## src/rtl/tkx_unload_32b_pkg.sv

```systemverilog
// Shared widths and state encoding for the 128-to-32 tweakey unloader.
package tkx_unload_32b_pkg;

  localparam int WORD_W = 32;
  localparam int BLK_W  = 128;
  localparam int WORDS  = 4;

  typedef enum logic {
    IDLE = 1'b0,
    SEND = 1'b1
  } state_e;

endpackage

```

## src/rtl/tkx_unload_32b.sv

```systemverilog
// Serializes a 128-bit tweakey/state word into four 32-bit words, MSW first.
// Output side is registered; ld_ready may follow do_ready for zero-bubble reloads.
module tkx_unload_32b
  import tkx_unload_32b_pkg::*;
#(
  parameter int CLEAR_ON_DONE = 1
) (
  input  logic              clk,
  input  logic              rst,
  input  logic              ld_valid,
  input  logic [BLK_W-1:0]  ld_data,
  output logic              ld_ready,
  input  logic              flush,
  output logic [WORD_W-1:0] do_data,
  output logic              do_valid,
  input  logic              do_ready,
  output logic              do_last,
  output logic              busy
);

  localparam logic [1:0] LAST_CNT = 2'(WORDS - 1);

  state_e             state_q, state_d;
  logic [1:0]         cnt_q, cnt_d;
  logic [BLK_W-1:0]   sr_q, sr_d;
  logic               is_send;
  logic               at_last;
  logic               load_go;
  logic               xfer;
  logic               clr;

  assign is_send = (state_q == SEND);
  assign at_last = (cnt_q == LAST_CNT);
  assign clr     = (CLEAR_ON_DONE != 0);

  assign ld_ready = !flush &&
                    (!is_send || (at_last && do_ready));
  assign load_go  = ld_valid && ld_ready;
  assign xfer     = is_send && do_ready &&
                    !flush && !load_go;

  assign do_valid = is_send;
  assign do_data  = is_send ? sr_q[BLK_W-1 -: WORD_W]
                            : '0;
  assign do_last  = is_send && at_last;
  assign busy     = is_send;

  always_comb begin
    state_d = state_q;
    cnt_d   = cnt_q;
    sr_d    = sr_q;
    unique case (1'b1)
      flush: begin
        state_d = IDLE;
        cnt_d   = '0;
        if (clr) sr_d = '0;
      end
      load_go: begin
        state_d = SEND;
        cnt_d   = '0;
        sr_d    = ld_data;
      end
      xfer: begin
        if (at_last) begin
          state_d = IDLE;
          cnt_d   = '0;
          if (clr) sr_d = '0;
        end else begin
          cnt_d = cnt_q + 2'd1;
          sr_d  = {sr_q[BLK_W-WORD_W-1:0],
                   {WORD_W{1'b0}}};
        end
      end
      default: ;
    endcase
  end

  always_ff @(posedge clk or negedge rst) begin
    if (!rst) begin
      state_q <= IDLE;
      cnt_q   <= '0;
      sr_q    <= '0;
    end else begin
      state_q <= state_d;
      cnt_q   <= cnt_d;
      sr_q    <= sr_d;
    end
  end

endmodule

```

## config.mk

```make
export PLATFORM = sky130hd
export DESIGN_NAME = tkx_unload_32b
export DESIGN_NICKNAME = d
export VERILOG_FILES = /design/src/rtl/tkx_unload_32b_pkg.sv /design/src/rtl/tkx_unload_32b.sv
export SDC_FILE = /design/constraint.sdc
export NUM_CORES = 1
export LEC_CHECK = 0
export BUFFER_PORTS_ARGS = -buffer_cell sky130_fd_sc_hd__buf_2
export CAP_MARGIN = 40
export CORE_MARGIN = 4
export CORE_UTILIZATION = 50
export DETAILED_ROUTE_END_ITERATION = 7
export PLACE_DENSITY = 0.78
export SYNTH_ARGS = -nofsm -noshare
export SYNTH_HDL_FRONTEND = slang
export SYNTH_SLANG_ARGS = --single-unit
```

## constraint.sdc

```tcl
create_clock -name clk -period 1.76 [get_ports clk]
set_input_delay 0.44 -clock clk [delete_from_list [all_inputs] [get_ports clk]]
set_output_delay 0.44 -clock clk [all_outputs]
set_load 0.005 [all_outputs]
```

; Word-level counts from Yosys, hierarchy flattened
; Cells that the tools add are included.
[classes]
add_sub_neg = 1
n_reduce_logical = 15
eq_ne = 2
mux = 7
[op_table]
columns = cell, n
row1 = 128-bit one-hot mux with 3 select lines, 1
row2 = 128-bit 2-to-1 mux, 1
row3 = 32-bit 2-to-1 mux, 1
row4 = 1-bit logical AND, 7
row5 = 2-bit one-hot mux with 2 select lines, 1
row6 = 1-bit logical NOT, 3
row7 = 1-bit one-hot mux with 3 select lines, 1
row8 = 3-bit nonzero test, 1
row9 = "2-bit by 1-bit adder with 2-bit output, second input constant", 1
row10 = "2-bit equality test, second input constant", 1
row11 = 2-bit 2-to-1 mux, 1
row12 = "2-bit inequality test, second input constant", 1
row13 = 2-bit AND reduction, 1
row14 = 2-bit nonzero test, 1
row15 = 2-bit OR reduction, 1
row16 = 1-bit logical OR, 1
row17 = 1-bit 2-to-1 mux, 1
[word_totals]
register_bits = 131
inputBits = 133

; Depth between registers and ports, before layout
[depth]
ltp_word = 9
depth_mapped = 6
depth_no_buf = 4

; Least setup slack after synthesis
; Ideal clock, no wire load.
[synth_timing]
kind = reg2reg
start = register cnt_q[0]
end = register sr_q[32]
arrival_time_ns = 1.451
synth_period_minus_slack_ns = 1.577
t_required_ns = 1.634
n_path_buf = 2
path_slack_ns = 0.183
path_stages_with_launch = 7
path_cell_list = dfrtp_1 -> ha_1 -> a21boi_2 -> nor3b_2 -> buf_6 -> buf_2 -> a221o_1
[synth_via]
elab_chain_cells = 8
[synth_lines]
columns = element, line_no
row1 = start: declaration, tkx_unload_32b.sv:24  ; logic [1:0] cnt_q, cnt_d;
row2 = start signal: assignment, tkx_unload_32b.sv:85  ; cnt_q <= cnt_d;
row3 = 2-bit equality test *, tkx_unload_32b.sv:33  ; assign at_last = (cnt_q == LAST_CNT);
row4 = 1-bit logical AND, tkx_unload_32b.sv:37  ; (!is_send || (at_last && do_ready));
row5 = 1-bit logical OR, tkx_unload_32b.sv:37
row6 = 1-bit logical AND, tkx_unload_32b.sv:36  ; assign ld_ready = !flush &&
row7 = 1-bit logical AND, tkx_unload_32b.sv:38  ; assign load_go = ld_valid && ld_ready;
row8 = 1-bit logical NOT, tkx_unload_32b.sv:40  ; !flush && !load_go;
row9 = 1-bit logical AND, tkx_unload_32b.sv:40
row10 = 128-bit one-hot mux with 3 select lines or 3-bit nonzero test (tied branches), -
row11 = end signal: assignment, tkx_unload_32b.sv:86  ; sr_q <= sr_d;
row12 = end: declaration, tkx_unload_32b.sv:25  ; logic [BLK_W-1:0] sr_q, sr_d;
; Every way passes the cells marked *; elsewhere a longest branch is shown, timed or not.
; A chain may end at the register's enable or synchronous reset.

; Worst setup path after layout
[layout_timing]
start = register cnt_q[1]
end = register sr_q[56]
; The elaborated chain is that of the path after synthesis.

==> results summary <==
The maximum clock insertion buffer count came out at 2. The slowest library cell on the worst path is sky130_fd_sc_hd__dfrtp_1. Of all flip-flops after synthesis, the portion carrying an async set or reset was 100%. The count of input and output buffers is between 150 and 200.

The number of ports placed on the die boundary came out at approximately 170. The x dimension of the die is roughly 110 um. Setup repair after global routing could not meet its margin everywhere. The static power due to leakage came out at roughly 3.9 nW. The standard cell core area is between 10000 and 15000 sq um.

The final critical delay including setup and external delays is around 1.9 ns. The count of unresolved DRC violations after routing is 0. The required arrival time at the worst endpoint is 2.04 ns. The total placed instance area is ~6700 sq um. The data arrival at the endpoint of the critical path came out at 2.14 ns. The path type of the worst setup path is reg -> reg. The power per cell area is between 1000 and 1500 nW/um^2. After synthesis, the cell types taking the most area are sky130_fd_sc_hd__dfrtp_1 58%, sky130_fd_sc_hd__a221o_1 17%, sky130_fd_sc_hd__and2_1 11%. For this run, the slowest stage of the critical path takes 0.41 ns. The worst setup path is captured at a register.

The switching portion of total power is 23.2%. The combinational cell fraction of total power came out at between 10% and 20%. The portion of the clock cycle consumed by the worst path in the final layout is 106%. The mean area per synthesized cell is 12.7 sq um. The detailed router's first-iteration violation count is 370. The count of antenna diodes in the layout came out at 0.

Timing would allow up to about 540 MHz. The library cell with the highest instance count after synthesis is sky130_fd_sc_hd__dfrtp_1. The biggest area contributor in the post-synthesis netlist is sky130_fd_sc_hd__dfrtp_1.

The flow ran to the end, but the final reports show violations. The number of iterations in the first detailed-routing pass came out at 5. The commonest cells after synthesis are 131 x sky130_fd_sc_hd__dfrtp_1, 101 x sky130_fd_sc_hd__and2_1, 96 x sky130_fd_sc_hd__a221o_1.

The first-pass GRT wire length came out at roughly 24000 um. The number of synthesized flops with an enable pin came out at 0. Synthesis inferred 131 register bits.

The cell sitting at the root of the clock tree is a sky130_fd_sc_hd__clkbuf_16. The area growth from synthesis to final layout came out at 35.2%. The cell internal power dissipation is around 5.9 mW. Clock tree synthesis inserted a total of 17 buffers. In this run the worst path has a maximum fanout of 28. The slew at the pin closest to its max-slew limit came out at ~0.53 ns. Traced cell by cell, the critical path runs through ha_4 -> buf_6 -> a21boi_4 -> buf_4 -> nor3b_4 -> buf_12 -> buf_16 -> a221o_1. The final instance area came out at ~7600 sq um. The sequential area share after synthesis is between 50 and 60%. The worst slack at placement came out at -0.218 ns.

For the final routed database, the setup TNS stands at -6.77 ns. The synthesized instance count is 444. The y dimension of the die is approximately 110 um. The clock sink count came out at 131.

The switching power is about 1.8 mW. At the end of routability-driven placement, the weighted congestion stood at approximately 0.79. The routed layout has approximately 4500 vias. The clock latency of the later-clocked register in the worst-skew pair came out at around 0.4 ns. The share of the synthesized area in the top cell type is between 50% and 60%. The clock network burns 46.5% of the power. The number of cell rows came out at 38. For this configuration, the core starts out at a cell density of about 52%. Among all flip-flop cells after synthesis, the most frequent one is sky130_fd_sc_hd__dfrtp_1.

The number of nets in the layout is between 700 and 800. The max-cap check violation count came out at 0. The final hold violation count came out at 0. The proportion of layout cells with a drive suffix above 1 came out at approximately 39%. The cell area that synthesis handed to floorplanning was between 5000 and 6000 sq um.

The power consumption came out at between 7 and 8 mW. The path class of the tightest hold or removal check is in -> reg. The HPWL after detailed placement is 9800 um. Across all setup checks in the final design, the least slack found is -0.100 ns. The final number of max-transition violations is 0.

The maximum number of pins on one net before global-route repair is 64. The count of fill cells added during filler insertion is between 700 and 800. Clock skew on the completed layout was measured at approximately 0.005 ns. The routed design has approximately 16000 um of wire. The total setup violations reported at the end of the flow is approximately 120. During synthesis, Yosys emitted a total of 0 warnings. The part of the total power dissipated in sequential elements is ~43%. The post-detailed-route via-to-cell ratio came out at a little under 6. In the final routed layout, each cell accounts on average for a little over 20 um. The die covers between 10000 and 15000 sq um. The worst hold slack across all endpoints came out at roughly 0.25 ns.

The number of global-route vias before repair is between 4000 and 5000. The final reports fail on negative setup slack. The maximum vdd drop came out at 521 uV. The number of nets in the synthesized netlist is between 500 and 600. The clock-pin slew of the registers on the worst-case setup and hold paths is ~0.060 ns. For this run the aggregate overflow at the end of global routing stands at 0. STA classifies the critical path startpoint as a register. TritonCTS built the clock tree.

In this run the remaining antenna-violating nets after routing total 0. The synthesized netlist contains 20 unique library cells. In this run the tightest slew margin relative to its limit is about two thirds. Across every metal layer, demand over resource in global routing totals between 20% and 30%. The number of antenna violations at the first check in global routing was 0. The number of levels the H-tree was split into came out at 4.
-- cells by family (layout without fill, tap and decap cells) --
family          after synthesis  after routing  share of synthesized area (%)
simple gates                137            139                           15.2
fa+ha+maj                     1              1                          0.221
mux                           2              2                          0.376
buf+inv                      43            231                           3.83
flops                       131            131                           58.0
compound gates              130            130                           22.4
-- layout by cell type (no fill, tap or decap), types with 4 or more instances in the layout --
cell type and instances:
sky130_fd_sc_hd__and2_0 28, sky130_fd_sc_hd__and2_1 94, sky130_fd_sc_hd__buf_4 12, sky130_fd_sc_hd__clkinv_2 4
sky130_fd_sc_hd__buf_12 9, sky130_fd_sc_hd__clkbuf_16 19, sky130_fd_sc_hd__a22o_1 32, sky130_fd_sc_hd__buf_2 167
sky130_fd_sc_hd__a221o_1 96, sky130_fd_sc_hd__and2_4 7, sky130_fd_sc_hd__buf_16 5, sky130_fd_sc_hd__dfrtp_1 130
-- power by group through the flow --
| stage | Clock [mW] | Sequential (mW) | Combinational, mW |
|---|---|---|---|
| after global placement | 0 | 3.36 | 0.685 |
| after floorplan | 0 | 3.31 | 0.363 |
| final | 3.59 | 3.32 | 0.803 |
| after global routing | 3.78 | 3.34 | 0.875 |
| after detailed placement | 0 | 3.37 | 0.712 |
| after CTS | 3.64 | 3.32 | 0.770 |
-- final cells by class --
type / instances / area, sq um / share of cell area [%]
Timing Repair Buffer: 199 / 1340 / 17.5
Clock inverter: 13 / 159 / 2.08
Tap cell: 140 / 175 / 2.29
Sequential cell: 131 / 3280 / 42.9
Multi-Input combinational cell: 272 / 2240 / 29.3
Clock buffer: 19 / 453 / 5.92
-- layer usage --
metal | vias up | part of all wire (%) | global-route usage [%]
met4 | 0 | 1.2 | 6.57
met5 | - | 0 | 0
met3 | 13 | 6.6 | 4.12
met1 | 2233 | 45 | 35.4
li1 | 2051 | - | -
met2 | 193 | 47 | 34.7
-- stage by stage --
step / util (%) / cells
floorplan: - / 444
global placement: 61.4 / 726
detailed placement: 61.4 / 726
CTS: 68.8 / 769
global route: 69.9 / 774
finish: 69.9 / 774
-- final timing paths --
kind / start / to / slack, ns / depth (start not counted)
setup / recovery: cnt_q[1] / sr_q[56] / -0.10 / 8
hold / removal: ld_data[15] / sr_q[15] / 0.25 / 2
setup reg to reg: cnt_q[1] / sr_q[56] / -0.10 / 8
hold reg to reg: sr_q[26] / sr_q[26] / 0.49 / 1
max in group asynchronous: rst / sr_q[92] / 0.80 / 3
min in group asynchronous: rst / sr_q[6] / 0.41 / 2
-- sequential cells by signal, summed over array words and instances, names as in the netlist --
name	count
busy	1
sr_q	128
cnt_q	2
-- what timing repair did --
action | CTS | global route
hold buffers | 1 | 0
resized for setup | 11 | 12
endpoints found under the hold margin | 10 | 0
pin swaps | 4 | 3
setup endpoints to repair | 130 | 137
gates cloned | 3 | 3
setup buffers | 7 | 2
-- critical path: cells and delay by family, from the launching register on --
family,cells,cell delay [ns]
AOI/OAI and AO/OA,2,0.48
and+or+nand+nor,1,0.05
buffers and inverters,4,0.58
adders and majority gates,1,0.18
DFF,1,0.41
Note: power is estimated with default switching activity, not from simulation.
